**config.mk**
```make
export PLATFORM = sky130hd
export DESIGN_NAME = wb_scan_mailbox
export DESIGN_NICKNAME = d
export VERILOG_FILES = /design/src/rtl/wb_scan_mailbox.sv
export SDC_FILE = /design/constraint.sdc
export NUM_CORES = 1
export LEC_CHECK = 0
export CORE_UTILIZATION = 35
export DETAILED_ROUTE_END_ITERATION = 16
export PLACE_DENSITY = 0.76
export RECOVER_POWER = 25
export SLEW_MARGIN = 20
export SYNTH_ARGS = -nofsm -noshare
export SYNTH_HDL_FRONTEND = slang
export SYNTH_SLANG_ARGS = --single-unit
```
**constraint.sdc**
```tcl
create_clock -name clk -period 1.5 [get_ports clk]
set_clock_uncertainty 0.1 [all_clocks]
set_input_delay 0.225 -clock clk [delete_from_list [all_inputs] [get_ports clk]]
set_output_delay 0.225 -clock clk [all_outputs]
set_load 0.01 [all_outputs]
```
**src/rtl/wb_scan_mailbox.sv**
```systemverilog
// Wishbone-to-scan mailbox: holds one CPU request stable until a tagged host response arrives.
// Optional response timeout is enabled by defining WB_SCAN_MAILBOX_TIMEOUT_EN.
module wb_scan_mailbox #(
  parameter int AW        = 32,
  parameter int DW        = 32,
  parameter int SEQ_W     = 2,
  parameter int TIMEOUT_W = 8
) (
  input  logic             clk,
  input  logic             i_rst,
  input  logic [AW-1:0]    i_wb_adr,
  input  logic [DW-1:0]    i_wb_dat,
  input  logic [3:0]       i_wb_sel,
  input  logic             i_wb_we,
  input  logic             i_wb_cyc,
  output logic [DW-1:0]    o_wb_rdt,
  output logic             o_wb_ack,
  output logic [AW-1:0]    o_req_adr,
  output logic [DW-1:0]    o_req_dat,
  output logic [3:0]       o_req_sel,
  output logic             o_req_we,
  output logic             o_req_valid,
  output logic [SEQ_W-1:0] o_req_seq,
  input  logic [DW-1:0]    i_rsp_rdt,
  input  logic             i_rsp_valid,
  input  logic [SEQ_W-1:0] i_rsp_seq,
  input  logic             i_err_clr,
  output logic             o_err
);

  localparam logic [1:0] S_IDLE = 2'd0;
  localparam logic [1:0] S_PEND = 2'd1;
  localparam logic [1:0] S_ACK  = 2'd2;

  logic [1:0]       r_state;
  logic [AW-1:0]    r_adr;
  logic [DW-1:0]    r_dat;
  logic [3:0]       r_sel;
  logic             r_we;
  logic [SEQ_W-1:0] r_seq;
  logic [DW-1:0]    r_rdt;

  logic w_capture;
  logic w_rsp_hit;
  logic w_timeout;

  assign w_capture = (r_state == S_IDLE) && i_wb_cyc;
  // Only a response carrying the current tag counts; stale held responses fall through.
  assign w_rsp_hit = (r_state == S_PEND) && i_rsp_valid && (i_rsp_seq == r_seq);

`ifdef WB_SCAN_MAILBOX_TIMEOUT_EN
  logic [TIMEOUT_W-1:0] r_cnt;
  logic [TIMEOUT_W-1:0] w_cnt_next;
  logic                 r_err;

  assign w_cnt_next = r_cnt + 1'b1;
  assign w_timeout  = (r_state == S_PEND) && (w_cnt_next == {TIMEOUT_W{1'b1}});

  always_ff @(posedge clk) begin
    if (i_rst) begin
      r_cnt <= '0;
      r_err <= 1'b0;
    end else begin
      if (w_capture)
        r_cnt <= '0;
      else if (r_state == S_PEND)
        r_cnt <= w_cnt_next;
      // A simultaneous timeout beats a clear request.
      if (w_timeout && !w_rsp_hit)
        r_err <= 1'b1;
      else if (i_err_clr)
        r_err <= 1'b0;
    end
  end

  assign o_err = r_err;
`else
  logic w_unused_err_clr;
  assign w_unused_err_clr = i_err_clr;
  assign w_timeout        = 1'b0;
  assign o_err            = 1'b0;
`endif

  always_ff @(posedge clk) begin
    if (i_rst) begin
      r_state <= S_IDLE;
      r_adr   <= '0;
      r_dat   <= '0;
      r_sel   <= '0;
      r_we    <= 1'b0;
      r_seq   <= '0;
      r_rdt   <= '0;
    end else begin
      case (r_state)
        S_IDLE: begin
          if (w_capture) begin
            r_adr   <= i_wb_adr;
            r_dat   <= i_wb_dat;
            r_sel   <= i_wb_sel;
            r_we    <= i_wb_we;
            r_seq   <= r_seq + 1'b1;
            r_state <= S_PEND;
          end
        end
        S_PEND: begin
          if (w_rsp_hit) begin
            r_rdt   <= i_rsp_rdt;
            r_state <= S_ACK;
          end else if (w_timeout) begin
            r_rdt   <= DW'(32'hDEAD_BEEF);
            r_state <= S_ACK;
          end
        end
        S_ACK:   r_state <= S_IDLE;
        default: r_state <= S_IDLE;
      endcase
    end
  end

  assign o_wb_ack    = (r_state == S_ACK);
  assign o_req_valid = (r_state == S_PEND);
  assign o_wb_rdt    = r_rdt;
  assign o_req_adr   = r_adr;
  assign o_req_dat   = r_dat;
  assign o_req_sel   = r_sel;
  assign o_req_we    = r_we;
  assign o_req_seq   = r_seq;

endmodule

```
# Word-level counts from Yosys, hierarchy flattened
# Cells that the tools add are included.
# word_totals
register_bits	105
latch_bits	0
ram_bits	0
rom_bits	0
output_inout_bits	106
mem_count	0
# op_classes
add_sub_neg	1
multipliers	0
n_div	0
order_cmp	0
eq_ne	5
shift	0
muxes	3
n_bitwise	0
n_reduce_logical	7
# op_table
operator	count
$reduce_and 2->1	3
$mux 2	2
$pmux 2 s2	1
$logic_and 1x1->1	3
$add 2x1->2 const B	1
$eq 2x1->1 const B	1
$eq 2x2->1	1
$eq 2x2->1 const B	1
$logic_not 2->1	1
$ne 2x1->1 const B	1
$ne 2x2->1 const B	1

# Longest topological paths before layout
# Gate-level depths: netlist of the first run.
# logic_depth
word_depth	5
mapped_depth	5
mapped_depth_nobuf	3

# Worst setup path after synthesis of the first run
# OpenSTA, ideal clock, no wires.
# synth_path
kind	register to register
from	reg r_state[1]
to	reg r_rdt[10], in the netlist o_wb_rdt[10]
setup_time_ns	0.072
arrival_ns	1.292
required_ns	1.328
slack_ns	0.036
path_stages_with_launch	6
synth_period_minus_slack_ns	1.464
path_cell_list	dfxtp_1 > and2b_1 > and4_1 > buf_2 > buf_4 > mux2i_1
# synth_via
elab_chain_cells	4
# synth_rtl
item	line	source
start: declaration	35	logic [1:0] r_state;
start signal: assignment	86	r_state <= S_IDLE;
start signal: assignment	102	r_state <= S_PEND;
start signal: assignment	108	r_state <= S_ACK;
$eq 2x1->1 *	n/a	
via o_req_valid	22	output logic o_req_valid,
$logic_and 1x1->1 (2 in a row)	49	assign w_rsp_hit = (r_state == S_PEND) && i_rsp_valid && (i_rsp_seq == r_seq);
$reduce_and 2->1 (no source line) *	n/a	
end signal: assignment	107	r_rdt <= i_rsp_rdt;
end signal: assignment	110	r_rdt <= DW'(32'hDEAD_BEEF);
end: declaration	41	logic [DW-1:0] r_rdt;
# The timed path passes the listed nets; every way through them passes the cells marked *.
# A chain may end at the register's enable or synchronous reset.

# Worst setup path in the final report of the first run
# layout_path
from	in i_wb_cyc
to	reg r_seq[1], in the netlist o_req_seq[1]
# layout_via
elab_chain_cells	2
# layout_rtl
item	line	source
start: declaration	15	input logic i_wb_cyc,
$logic_and 1x1->1	47	assign w_capture = (r_state == S_IDLE) && i_wb_cyc;
$reduce_and 2->1 (no source line)	n/a	
end signal: assignment	101	r_seq <= r_seq + 1'b1;
end: declaration	40	logic [SEQ_W-1:0] r_seq;
# Every way passes these cells.

==> impl_metrics.yaml, run 1 <==
run_status:
  status: "finished, final reports clean"
synth:
  post-synth-top-count-cell: "nand2_1"
  yosys.area.top_type: "dfxtp_1"
  avgSynthCellArea_sq_um: 8.574
  async_flop_share: 0
  synth_seq_area_share: 0.5318
  syn_inst: 461
  ys_types: 19
  yosysWarnings: 0
  ys_ff_latch: 105
  ys.flop_type: "dfxtp_1"
  synth_edf_count: 0
  synth_area_sq_um: 3953
  synth_top_area_share: 0.5318
  synth.area.top_cells: "dfxtp_1, nand2_1, nand2b_1"
  syn_nets: 569
  netlist_top_cells_count: "nand2_1, dfxtp_1, a21oi_1"
die:
  die_y_um: 108.3
  rows: 38
  initial_core_util: 0.3614
  dieWidth_um: 108.3
  core_area_sq_um: 10940
  die-area_sq_um: 11720
  io_pins: 214
timing:
  min_period_ns: 1.448
  layout_setup_ws_ns: 0.05245
  setup_violations: 0
  timing.fmax_mhz: 690.8
  final-max-slew-violation-count: 0
  hold_viol: 0
  whs_ns: 0.1167
  post-route-period-util: 0.9650
placed_design:
  pre_cts_ws_ns: -0.3756
  place.gp.congestion: 0.7615
  io_buffers: 211
  hpwl_mm: 8.203
layout:
  antenna_cells: 0
  drive_above_1_share: 0.05970
  area_growth_pct: 64.23
  nets: 773
job:
  maxCapViolations: 0
clock_network:
  cts-buffers-inserted: 9
  cts_max_path_buffers: 2
  clock_sinks: 105
  cts_tree: "built"
  clk_latency_ns: 0.33
  cts_hold_buffers: 0
  ctsRootBufferMaster: "clkbuf_16"
  cts_max_level: 3
  clk_transition_reported_paths_ns: 0.07
critical_path:
  crit_fanout: 4
  cp.arrival_ns: 1.60
  path_class: "input pin to flop"
  r2r_cells: 4
  start_kind: "input pin"
  path_delay_family: "simple AND/OR/NAND/NOR gates"
  endpoint_kind: "flop"
  path_cells: "clkdlybuf4s50_1 > or3b_4 > or3_1 > a21oi_1"
  rr_endpoint: "o_wb_rdt[6]"
  r2r-start: "r_state[1]"
  critPathBufInv: 1
  r2r_slack_ns: 0.07
  worst_path_max_delay_cell: "clkdlybuf4s50_1"
  critPathMaxStageDelay_ns: 0.48
  crit_required_ns: 1.65
hold_path:
  min_from: "i_rst"
  whs_path_depth: 2
  min_to: "o_req_adr[11]"
  hold_class: "input pin to flop"
routing:
  avgViaCountPerCell: 4.614
  wl_per_cell_um: 13.81
  vias: 3737
  dr.first_iter.drc_count: 259
  postRouteAntennaNets: 0
  firstDrtPassIters: 5
  wl_mm: 11.19
  drc: 0
power_and_ir_drop:
  power.total_w: 0.006402
  p_per_area_nw_per_um2: 986.3
  leakage_nw: 2.838
  ir_drop_v: 0.0007375
grt:
  grt-ovfl-total: 0
  grt_first_pass_wirelength_mm: 16.82
  antenna_found_initial: 0
  grt_pass1_vias: 3607
  grt_util_all_layers: 0.1818
  grt_max_degree: 39
power by group:
| part | switching (W) | internal (W) | leakage, nW |
|---|---|---|---|
| clock network | 0.00107 | 0.00115 | 0.135 |
| registers | 0.0000810 | 0.00295 | 0.859 |
| logic | 0.000517 | 0.000635 | 1.84 |
placed cells by master (no fill, tap or decap), types with 7 or more instances in the layout:
master	count
buf_4	9
dfxtp_1	103
clkdlybuf4s50_1	105
mux2i_1	32
nand2b_1	65
a21oi_1	71
buf_12	7
nand2_1	140
dlygate4sd2_1	103
clkbuf_16	11
state kept, by name (all words and copies together) (netlist names):
signal	cells
o_req_we	1
o_wb_rdt	32
o_req_adr	32
o_req_sel	4
r_state	2
o_req_dat	32
o_req_seq	2
cell families (layout without fill, tap and decap cells):
logic type / Yosys count / after routing / share of synthesized area
other cells: 1 / 1 / 0.0009488
mux: 32 / 32 / 0.08104
flops: 105 / 105 / 0.5318
xor+xnor: 2 / 2 / 0.004433
buf+inv: 36 / 245 / 0.03893
compound gates: 73 / 73 / 0.09275
simple gates: 212 / 212 / 0.2501
stage by stage:
| stage | std cells | util | setup TNS (ns) | area (sq um) |
|---|---|---|---|---|
| 6_report | 810 | 0.5936 | 0 | 6491 |
| 5_1_grt | 810 | 0.5936 | -0.002796 | 6491 |
| 4_1_cts | 807 | 0.5880 | -0.003132 | 6430 |
| 3_5_place_dp | 791 | 0.5738 | -32.85 | 6275 |
| 3_3_place_gp | 791 | 0.5738 | -29.66 | 6275 |
| 2_1_floorplan | 461 | - | 0 | 3953 |
cell type report:
class	count	area, sq um
clock buffer	10	229.0
clock inverter	6	50.05
fill	1003	4444
inverter	1	3.754
multi-input combinational	320	1708
sequential	105	2105
tap	140	175.2
timing repair buffer	228	2221
per-layer routing:
metal  track usage  wire length [um]
met5             0                 0
met3       0.06028              1012
met4       0.05309               108
met2        0.3294              5535
met1        0.2009              4530
how the worst max path moves through the flow:
| stage | start | end | slack, ns | depth (start not counted) |
|---|---|---|---|---|
| 5_1_grt | i_wb_cyc | o_req_adr[27] | -0.002 | 5 |
| 6_report | i_wb_cyc | o_req_seq[1] | 0.05 | 4 |
| 3_3_place_gp | i_wb_cyc | o_req_adr[29] | -0.34 | 5 |
| 2_1_floorplan | r_state[1] | o_wb_rdt[10] | 0.04 | 5 |
| 3_5_place_dp | i_wb_cyc | o_req_seq[1] | -0.38 | 4 |
| 4_1_cts | r_state[0] | o_wb_ack | -0.003 | 3 |
repair_timing:
item / in CTS / in global routing
cloned: 0 / 2
setup endpoints to repair: 126 / 24
gates resized for setup: 110 / 3
pin swaps: 0 / 2
setup buffers: 0 / 1
No activity file was read; power rests on OpenSTA's default activity.
==> inputs of run 2 (changes only) <==
--- a/config.mk
+++ b/config.mk
@@ -5,6 +5,7 @@
 export SDC_FILE = /design/constraint.sdc
 export NUM_CORES = 1
 export LEC_CHECK = 0
+export CAP_MARGIN = 20
 export CORE_UTILIZATION = 35
 export DETAILED_ROUTE_END_ITERATION = 16
 export PLACE_DENSITY = 0.76
==> results of run 2 <==
Final layout, timing and power as in run 1 (identical DEF).
